[config.mk]
export PLATFORM = sky130hd
export DESIGN_NAME = xnor_serial_cmp
export DESIGN_NICKNAME = d
export VERILOG_FILES = /design/src/rtl/xnor_serial_cmp.sv
export SDC_FILE = /design/constraint.sdc
export NUM_CORES = 1
export LEC_CHECK = 0
export ABC_AREA = 1
export CORE_ASPECT_RATIO = 1.2
export CORE_MARGIN = 2
export CORE_UTILIZATION = 46
export CTS_BUF_LIST = sky130_fd_sc_hd__clkbuf_8 sky130_fd_sc_hd__clkbuf_16
export CTS_CLUSTER_DIAMETER = 60
export DETAILED_ROUTE_END_ITERATION = 6
export PLACE_DENSITY_LB_ADDON = 0.3
export RECOVER_POWER = 25
export SYNTH_ARGS = -nofsm -noshare
export SYNTH_HDL_FRONTEND = slang
export SYNTH_SLANG_ARGS = --single-unit
[constraint.sdc]
create_clock -name clk -period 1.45 [get_ports clk]
set_input_delay 0.29 -clock clk [delete_from_list [all_inputs] [get_ports clk]]
set_output_delay 0.29 -clock clk [all_outputs]
set_load 0.02 [all_outputs]
[src/rtl/xnor_serial_cmp.sv]
// ---------------------------------------------------------------------------
// xnor_serial_cmp
//
// Bit-serial XNOR comparator. Two WIDTH-bit operands are captured on an
// accepted start and then compared one bit per clock, LSB first. It produces:
//   - the per-bit XNOR vector
//   - the number of matching bits
//   - an equality flag
//   - the index of the lowest mismatching bit
// A start/busy/done handshake connects it to a controlling FSM.
//
// Optional feature macro: XNOR_CMP_EARLY_EXIT_EN
//   When defined, the scan stops at the first mismatching bit and goes
//   straight to DONE. Bits that were not processed stay 0 in xnor_vec.
//   When undefined, all WIDTH bits are always scanned.
//
// Parameters:
//   WIDTH  operand width in bits (1..64)
//   CNT_W  width of match_cnt, large enough to hold WIDTH
//   IDX_W  width of mismatch_idx
//
// Ports:
//   clk           single clock, rising edge
//   rst           synchronous active-high reset
//   start         comparison request, only looked at while idle
//   a, b          operands, captured on the accepted start edge
//   busy          high while a comparison is running or reporting
//   done          one-cycle pulse when the results are valid
//   xnor_vec      bit i = ~(a[i] ^ b[i]) of the captured operands
//   match_cnt     number of ones in xnor_vec
//   equal         high when every bit matched
//   mismatch_idx  lowest index where a and b differ, 0 when equal
// ---------------------------------------------------------------------------
module xnor_serial_cmp #(
  parameter  int WIDTH = 8,
  localparam int CNT_W = $clog2(WIDTH + 1),
  localparam int IDX_W = (WIDTH > 1) ? $clog2(WIDTH) : 1
) (
  input  logic             clk,
  input  logic             rst,
  input  logic             start,
  input  logic [WIDTH-1:0] a,
  input  logic [WIDTH-1:0] b,
  output logic             busy,
  output logic             done,
  output logic [WIDTH-1:0] xnor_vec,
  output logic [CNT_W-1:0] match_cnt,
  output logic             equal,
  output logic [IDX_W-1:0] mismatch_idx
);

  localparam logic [1:0] ST_IDLE = 2'd0;
  localparam logic [1:0] ST_RUN  = 2'd1;
  localparam logic [1:0] ST_DONE = 2'd2;

  localparam logic [IDX_W-1:0] LAST_IDX  = IDX_W'(WIDTH - 1);
  localparam logic [CNT_W-1:0] FULL_CNT  = CNT_W'(WIDTH);

  logic [1:0]       state;
  logic [WIDTH-1:0] sa;
  logic [WIDTH-1:0] sb;
  logic [IDX_W-1:0] bit_idx;
  logic             found;

  logic             bit_x;
  logic [CNT_W-1:0] cnt_next;

  // The bit under test always sits at position 0 of the shift registers.
  // cnt_next is the match count including this bit. The equality decision
  // on the final edge needs it, because match_cnt itself is one bit behind.
  assign bit_x    = ~(sa[0] ^ sb[0]);
  assign cnt_next = match_cnt + CNT_W'(bit_x);

  // Main sequencer.
  // Reset takes priority over everything and discards any comparison that
  // is in flight.
  // In RUN, each edge retires one bit. The edge that retires the last bit,
  // or the first mismatch in early-exit builds, raises done for exactly
  // one cycle.
  // The results are left alone in DONE and IDLE. They are only cleared
  // when the next start is accepted.
  always_ff @(posedge clk) begin
    if (rst) begin
      state        <= ST_IDLE;
      busy         <= 1'b0;
      done         <= 1'b0;
      equal        <= 1'b0;
      xnor_vec     <= '0;
      match_cnt    <= '0;
      mismatch_idx <= '0;
      sa           <= '0;
      sb           <= '0;
      bit_idx      <= '0;
      found        <= 1'b0;
    end else begin
      done <= 1'b0;
      case (state)
        ST_IDLE: begin
          if (start) begin
            sa           <= a;
            sb           <= b;
            xnor_vec     <= '0;
            match_cnt    <= '0;
            mismatch_idx <= '0;
            equal        <= 1'b0;
            found        <= 1'b0;
            bit_idx      <= '0;
            busy         <= 1'b1;
            state        <= ST_RUN;
          end
        end

        ST_RUN: begin
          xnor_vec[bit_idx] <= bit_x;
          match_cnt         <= cnt_next;
          sa                <= sa >> 1;
          sb                <= sb >> 1;
          bit_idx           <= bit_idx + IDX_W'(1);

          if (bit_idx == LAST_IDX) begin
            state <= ST_DONE;
            done  <= 1'b1;
            equal <= (cnt_next == FULL_CNT);
          end

          // Only the lowest mismatching index is recorded. The found flag
          // stops later mismatches from overwriting it.
          if (!bit_x && !found) begin
            mismatch_idx <= bit_idx;
            found        <= 1'b1;
`ifdef XNOR_CMP_EARLY_EXIT_EN
            state        <= ST_DONE;
            done         <= 1'b1;
            equal        <= 1'b0;
`endif
          end
        end

        ST_DONE: begin
          busy  <= 1'b0;
          state <= ST_IDLE;
        end

        default: begin
          busy  <= 1'b0;
          state <= ST_IDLE;
        end
      endcase
    end
  end

endmodule

* Yosys cells after proc, flatten, opt, wreduce, memory -nomap -nowiden
Index checks and enable logic that the tools add are counted.
** Storage, ports and cells
- Register bits :: 40
- Bits of input ports :: 19
- Output and inout port bits :: 18
- Logic and storage cells :: 61
** Operators by class
- Add/sub/neg operators :: 2
- Magnitude comparators :: 2
- Equality and inequality tests :: 6
- Multiplexer cells :: 26
- Bitwise operators :: 3
- Reductions and logical operators :: 11
** Operators with widths (number)
- $pmux W8 S2 :: 3
- $mux W8 :: 3
- $pmux W3 S2 :: 2
- $bwmux W8 :: 1
- $pmux W4 S2 :: 1
- $mux W1 :: 6
- $mux W3 :: 2
- $ne A2 B2 Y1 const B :: 3
- $pmux W1 S2 :: 3
- $reduce_and A2 Y1 :: 3
- $reduce_and A3 Y1 :: 2
- $add A4 B1 Y4 :: 1
- $eq A4 B4 Y1 const B :: 1
- $lt A3 B4 Y1 const B :: 1
- $mux W2 :: 2
- $mux W4 :: 1
- $pmux W2 S2 :: 1
- $add A3 B1 Y3 const B :: 1
- $demux W1 S3 :: 1
- $eq A3 B3 Y1 const B :: 1
- $ge A3 B1 Y1 const B :: 1
- $eq A2 B1 Y1 const B :: 1
- $logic_and A1 B1 Y1 :: 2
- $logic_not A2 Y1 :: 1
- other kinds (5) :: 6

* Longest topological paths before layout
Gate-level depths: netlist of run 1.
- Depth in word-level cells :: 6
- Mapped depth :: 12

* Worst setup path after synthesis of run 1
No wires, ideal clock.
- Path kind :: register to register
- Start :: register sb[0]
- End :: register equal
- Library setup time :: 0.070 ns
- Arrival :: 1.451 ns
- Data required time :: 1.380 ns
- Setup slack :: -0.071 ns
- Stages on the path, launching flop included :: 12
- Path through :: dfxtp_1 -> inv_1 -> nand2_1 -> nand2_1 -> inv_1 -> ha_1 -> ha_1 -> nor2_1 -> nand3_1 -> nor2_1 -> nand2_1 -> a21oi_1
** Between the ends
- Longest elaborated chain between the ends :: 6
** Ends and longest elaborated chain
- from (decl) :: RTL line 61 : logic [WIDTH-1:0] sb;
- from (signal assigned) :: RTL line 117 : sb <= sb >> 1;
- $xor A1 B1 Y1 :: RTL line 71 : assign bit_x = ~(sa[0] ^ sb[0]);
- $not A1 Y1 :: RTL line 71
- $add A4 B1 Y4 :: RTL line 72 : assign cnt_next = match_cnt + CNT_W'(bit_x);
- $eq A4 B4 Y1 :: RTL line 123 : equal <= (cnt_next == FULL_CNT);
- $mux W1 :: RTL line 120 : if (bit_idx == LAST_IDX) begin
- $pmux W1 S2 :: RTL line 97 : case (state)
- to (signal assigned) :: RTL line 123
- to (decl) :: RTL line 48 : output logic equal,
Every way passes these cells. The select of a mux whose other input is x is not followed.
A chain may end at the register's enable or synchronous reset.

* Worst setup path after layout of run 1
Same ends and word-level chain as after synthesis.

==> flow_summary.json, run 1 <==
{
  "drtIter0Drc": 54,
  "powerDensity_nw_per_um2": 978,
  "synth_seq_area_share_pct": 43.0,
  "clkSlewWorstSetupHoldPaths_ns": 0.07,
  "run_status": "complete, no violations",
  "finalHoldViolCount": 0,
  "grt_remaining_overflow": 0,
  "synth_nets": 269,
  "clockRootBuffer": "clkbuf_8",
  "post-route-period-util_pct": 98.2,
  "crit_slowest_cell": "dfxtp_2",
  "setup_violations": 0,
  "pwr-share-comb_pct": 16.9,
  "die_w_um": 62.1,
  "power_mw": 2.38,
  "setup_ws_ns": 0.0266,
  "relSlewSlack_pct": 77.8,
  "p_int_mw": 1.77,
  "drive_gt1_share_pct": 13.7,
  "vias_per_cell": 4.90,
  "clock-sinks": 40,
  "r2r_slack_ns": 0.03,
  "grt_pass1_wl_um": 6380,
  "fin_crit_ns": 1.42,
  "diodes": 0,
  "ctsLongestPathBuffers": 2,
  "worst_pin_slew_ns": 0.333,
  "clockPowerShare_pct": 33.3,
  "ioPinCount": 37,
  "power_leakage_nw": 1.19,
  "nFillCells": 373,
  "rows": 25,
  "postRouteAntennaNets": 0,
  "design_area_um2": 2440,
  "maxCapViolCount": 0,
  "peakVddDrop_v": 0.000488,
  "gp_congestion": 0.739,
  "syn_area_per_cell_um2": 7.56,
  "ys_dominant_reg_cell": "dfxtp_1",
  "nets": 316,
  "p_switching_mw": 0.618,
  "area_growth_pct": 31.0,
  "rsz0062_at_grt": "yes",
  "antenna_found_initial": 0,
  "drt_pre_antenna_iters": 4,
  "dieArea_um2": 4570,
  "place_area_um2": 2350,
  "coreArea_um2": 3910,
  "grt_pass1_vias": 1493,
  "cts_tree": "yes",
  "fmax_ghz": 0.703,
  "cp_top_family": "simple AND/OR/NAND/NOR gates",
  "pwr-share-seq_pct": 49.9,
  "end_kind": "register",
  "grt_max_degree": 36,
  "critical-path-max-stage-delay_ns": 0.34,
  "ys_warn_count": 0,
  "path_max_fanout": 3,
  "netSwitchingFraction_pct": 25.9,
  "initial_core_util_pct": 47.6,
  "arrival_ns": 1.66,
  "slew_viol_final": 0,
  "ctsHoldBuffers": 0,
  "synth-edff-count": 0,
  "crit_type": "reg -> reg",
  "critical_path.cell_chain": "inv_2 > nand2_2 > nand2_2 > inv_2 > ha_4 > ha_4 > nor2_2 > nand3_1 > nor2_1 > nand2_1 > a21oi_1",
  "io_buffers": 36,
  "wirelength_um": 3880,
  "fp.dieH_um": 73.7,
  "ys_ff_latch": 40,
  "clock_latency_ns": 0.29,
  "hp-class": "reg -> reg",
  "wl_per_cell_um": 11.2,
  "syn_area_um2": 1860,
  "crit_buf_inv": 2,
  "hold_slack_ns": 0.464,
  "grtUsageTotal_pct": 18.7,
  "cts_htree_levels": 2,
  "netlist_instances": 246,
  "ys_types": 25,
  "hpwl_um": 2630,
  "dp_slack_ns": -0.196,
  "cts_buffers": 5,
  "vias": 1701,
  "drc_errors": 0,
  "start_kind": "register",
  "async_reset_ff_share_pct": 0,
  "fin_skew_ns": 0.00738,
  "worstPathRequired_ns": 1.68
}
-- logic make-up after synthesis --
family,after synthesis,share of synthesized area (%)
adders and majority gates,4,2.69
and+or+nand+nor,138,31.6
buffers and inverters,27,8.07
DFF,40,43.0
AOI/OAI and AO/OA,37,14.6
-- through the flow --
step           utilization, %  setup TNS (ns)  instances
2_1_floorplan               -               0        246
3_3_place_gp             60.0           -2.52        338
3_5_place_dp             60.0           -3.79        338
4_1_cts                  62.2               0        346
5_1_grt                  62.3          -0.306        347
6_report                 62.3               0        347
-- cells in the final DEF, fill, tap and decap left out, types with 2 or more instances in the layout --
| master | Yosys | final |
|---|---|---|
| nand2_1 | 83 | 80 |
| dfxtp_1 | 40 | 38 |
| nand3b_1 | 2 | 2 |
| o21ai_0 | 2 | 2 |
| dlygate4sd2_1 | 0 | 18 |
| nor2_2 | 1 | 2 |
| nor3_1 | 2 | 2 |
| nor2_1 | 22 | 21 |
| a21oi_1 | 18 | 18 |
| inv_1 | 14 | 11 |
| nand2_2 | 1 | 4 |
| nand3_1 | 23 | 23 |
| clkbuf_8 | 0 | 7 |
| dfxtp_2 | 0 | 2 |
| buf_4 | 0 | 12 |
| ha_1 | 4 | 2 |
| clkdlybuf4s50_1 | 0 | 17 |
| nand4_1 | 2 | 2 |
| inv_2 | 0 | 3 |
| ha_4 | 0 | 2 |
| o211a_1 | 14 | 14 |
-- power groups by stage --
| stage | Clock [mW] | Sequential [mW] | Combinational (mW) |
|---|---|---|---|
| finish | 0.794 | 1.19 | 0.402 |
| global route | 0.860 | 1.19 | 0.445 |
| CTS | 0.817 | 1.19 | 0.402 |
| detailed placement | 0 | 1.21 | 0.398 |
| global placement | 0 | 1.21 | 0.392 |
| floorplan | 0 | 1.22 | 0.244 |
-- worst reg2reg max path, delay by kind of cell (launching register included) --
kind / cells / cell delay (ns)
AO/OA/AOI/OAI: 1 / 0.11
adder cells (fa/ha/maj): 2 / 0.37
flip-flops: 1 / 0.34
AND/OR/NAND/NOR: 6 / 0.44
buffers and inverters: 2 / 0.10
-- cell usage after synthesis, types with 2 or more instances --
cell type	number	area (um2)
nand2_1	83	312
clkbuf_1	3	11.3
a21oi_1	18	90.1
dfxtp_1	40	801
nor2_1	22	82.6
nand3b_1	2	15.0
o211a_1	14	140
buf_2	2	10.0
inv_1	14	52.6
buf_6	5	56.3
ha_1	4	50.1
nand3_1	23	115
o21ai_0	2	10.0
nor3_1	2	10.0
nand4_1	2	12.5
-- per-layer routing --
layer  track usage, %  vias to the layer above  share of wire, %
met5                0                        -                 0
met4             11.3                        0               2.3
met3             3.35                        7               3.8
met2             30.1                       33                48
met1             22.4                      763                45
li1                 -                      898                 -
-- worst paths after layout --
path / start / endpoint / depth (start not counted)
hold reg to reg: found / found / 2
setup reg to reg: sb[0] / equal / 11
hold / removal: found / found / 2
setup / recovery: sb[0] / equal / 11
-- sequential cells by signal (all words and copies together) (netlist names) --
| register | flops |
|---|---|
| sa | 8 |
| done | 1 |
| xnor_vec | 8 |
| match_cnt | 4 |
| bit_idx | 3 |
| equal | 1 |
| mismatch_idx | 3 |
| state | 2 |
| found | 1 |
| busy | 1 |
| sb | 8 |
-- area by class of cell --
class,instances,area [um2],area share (%)
Sequential cell,40,803,33.0
Inverter,17,72.6,2.98
Multi-Input combinational cell,179,945,38.8
Timing Repair Buffer,50,453,18.6
Tap cell,54,67.6,2.77
Clock buffer,7,96.3,3.95
-- timing repair --
item / in CTS / in global routing
endpoints found under the setup margin: 19 / 1
resized for setup: 23 / 1
pin swaps: 4 / 6
gates cloned: 0 / 0
setup buffers: 1 / 1
(Power assumes the default switching activity.)
==> inputs of run 2 (changes only) <==
ABC_AREA = unset   (was 1)
==> run 2 against run 1 <==
Against the previous run:
- the run now ends with negative setup slack left
- power fell by 3.0%
- clock skew decreased by 0.00078 ns
- clock-buffer cell count down 2
- register-to-register slack worse by 0.35 ns
- maximum frequency shrank 20%
- sequential cell count is the same
- sequential power hardly changed
- global-route usage up 2.1 points
- largest power group unchanged
==> flow_summary.json, run 2 <==
{
  "stdcell_count": 323,
  "async_reset_ff_share_pct": 0,
  "drt_pre_antenna_iters": 4,
  "layout_commonest_cell": "dfxtp_1",
  "relSlewSlack_pct": 63.5,
  "ys_ff_latch": 40,
  "finalHoldViolCount": 0,
  "ys_top_cells_by_count": "40 x dfxtp_1, 30 x nand2_1, 24 x nor2_1, 14 x a311oi_1, 13 x a21oi_1",
  "hpwl_um": 3130,
  "synthDominantCellAreaShare_pct": 42.8,
  "syn_area_per_cell_um2": 8.74,
  "drive_gt1_share_pct": 20.1,
  "crit_type": "reg -> reg",
  "peakVddDrop_v": 0.000640,
  "r2r_slack_ns": -0.32,
  "grt_remaining_overflow": 0,
  "worstReg2RegEnd": "equal",
  "critical_path.endpoint": "equal",
  "ys_types": 39,
  "gp_congestion": 0.790,
  "power_leakage_nw": 1.09,
  "post-route-period-util_pct": 122,
  "grt_max_degree": 28,
  "fmax_ghz": 0.564,
  "ioPinCount": 37,
  "hp-class": "reg -> reg",
  "coreArea_um2": 3910,
  "place_inst": 313,
  "worst_pin_slew_ns": 0.548,
  "drtIter0Drc": 61,
  "vias_per_cell": 5.50,
  "io_buffers": 36,
  "hold_slack_ns": 0.480,
  "start_kind": "register",
  "nets": 291,
  "synth.area.top_cells": "dfxtp_1 43%, a311oi_1 6.6%, nand2_1 6.0%",
  "synth-edff-count": 0,
  "synth_seq_area_share_pct": 42.8,
  "slew_viol_final": 0,
  "utilization_pct": 65.7,
  "dieArea_um2": 4590,
  "grt_pass1_wl_um": 7690,
  "setup_ws_ns": -0.322,
  "vias": 1776,
  "rsz0062_at_grt": "yes",
  "powerDensity_nw_per_um2": 901,
  "dp_slack_ns": -0.333,
  "clkSlewWorstSetupHoldPaths_ns": 0.08,
  "maxCapViolCount": 0,
  "area_growth_pct": 37.3,
  "synth_area_leader_cell": "dfxtp_1",
  "diodes": 0,
  "clock-sinks": 40,
  "wirelength_um": 4550,
  "postRouteAntennaNets": 0,
  "drc_errors": 0,
  "wl_per_cell_um": 14.1,
  "final_cell_mix": "37 x dfxtp_1, 30 x nand2_1, 24 x nor2_1, 24 x buf_4, 17 x clkdlybuf4s50_1",
  "worstPathRequired_ns": 1.65,
  "netlist_instances": 214,
  "cts_buffers": 5,
  "arrival_ns": 1.97,
  "antenna_found_initial": 0,
  "largestRegisters": "sa x8, sb x8, xnor_vec x8",
  "initial_core_util_pct": 47.8,
  "multi_input_area_um2": 1010,
  "run_status": "complete, but fails checks",
  "end_kind": "register",
  "ys_dominant_reg_cell": "dfxtp_1",
  "synth_nets": 237,
  "cts_htree_levels": 2,
  "clock_latency_ns": 0.29,
  "die_w_um": 62.2,
  "grt_pass1_vias": 1758,
  "fin_crit_ns": 1.77,
  "cts_tree": "yes",
  "seq_area_um2": 810,
  "grtUsageTotal_pct": 20.8,
  "setup_violations": 3,
  "ctsLongestPathBuffers": 2,
  "rr_worst_depth": 7,
  "startpoint": "sa[0]",
  "path_max_fanout": 2,
  "violations": "negative setup slack",
  "ys_warn_count": 0,
  "fp.dieH_um": 73.9,
  "rr_startpoint": "sa[0]",
  "clockRootBuffer": "clkbuf_8",
  "synth_most_common_cell": "dfxtp_1",
  "nFillCells": 348,
  "syn_area_um2": 1870,
  "fin_skew_ns": 0.00660,
  "rows": 25
}
## run 2: worst min path at each step
| stage | cells after the start | end | startpoint | slack (ns) |
|---|---|---|---|---|
| global placement | 2 | sb[5] | sb[6] | 0.46 |
| floorplan | 2 | sb[0] | b[0] | 0.44 |
| CTS | 2 | mismatch_idx[2] | mismatch_idx[2] | 0.48 |
| detailed placement | 2 | mismatch_idx[2] | mismatch_idx[2] | 0.47 |
| global route | 2 | sa[1] | sa[2] | 0.51 |
| finish | 2 | mismatch_idx[0] | mismatch_idx[0] | 0.48 |
## run 2: power by group
group	internal, mW	switching, mW	total (mW)	leakage, nW
combinational	0.216	0.216	0.432	0.709
clock	0.324	0.366	0.690	0.0505
sequential	1.15	0.0393	1.19	0.329
total	1.69	0.621	2.31	1.09
## run 2: kinds of logic after synthesis
kind of cell,Yosys count,synth area share (%)
adder cells (fa/ha/maj),4,2.68
buffers and inverters,25,6.76
flip-flops,40,42.8
AND/OR/NAND/NOR,89,23.7
AO/OA/AOI/OAI,49,20.1
multiplexers,5,2.68
XOR/XNOR,2,1.34
## run 2: layer usage
layer	up-vias	part of all wire [%]	global-route usage [%]	wire length (um)
met5	-	0	0	0
li1	880	-	-	-
met1	854	44	23.6	1990
met2	38	50	38.9	2290
met3	4	5.1	3.98	230
met4	0	0.97	8.15	44
## run 2: stage by stage
step | TNS [ns] | area, um2 | total power [mW]
finish | -0.488 | 2570 | 2.31
detailed placement | -7.14 | 2440 | 1.63
global route | -1.24 | 2570 | 2.43
CTS | -0.531 | 2530 | 2.33
floorplan | -0.383 | 1900 | 1.44
global placement | -6.37 | 2440 | 1.62
## run 2: final cells by class
class / instances / share of cell area, %
tap: 54 / 2.63
clock inverter: 3 / 0.487
clock buffer: 5 / 2.68
sequential: 40 / 31.5
multi-input combinational: 149 / 39.3
inverter: 6 / 0.877
timing repair buffer: 66 / 22.5
## run 2: worst max-delay path: stages, from the launching register on
cell and delay, ns:
dfxtp_4 0.37, xor2_4 0.18, inv_2 0.07, ha_4 0.17, ha_4 0.16, xor2_1 0.14
or4_4 0.42, o41ai_2 0.19
## run 2: what timing repair did
action / in CTS / in global routing
resized for setup: 24 / 13
pin swaps: 4 / 4
setup endpoints to repair: 20 / 26
setup buffers: 2 / 0
hold buffers: 0 / 0
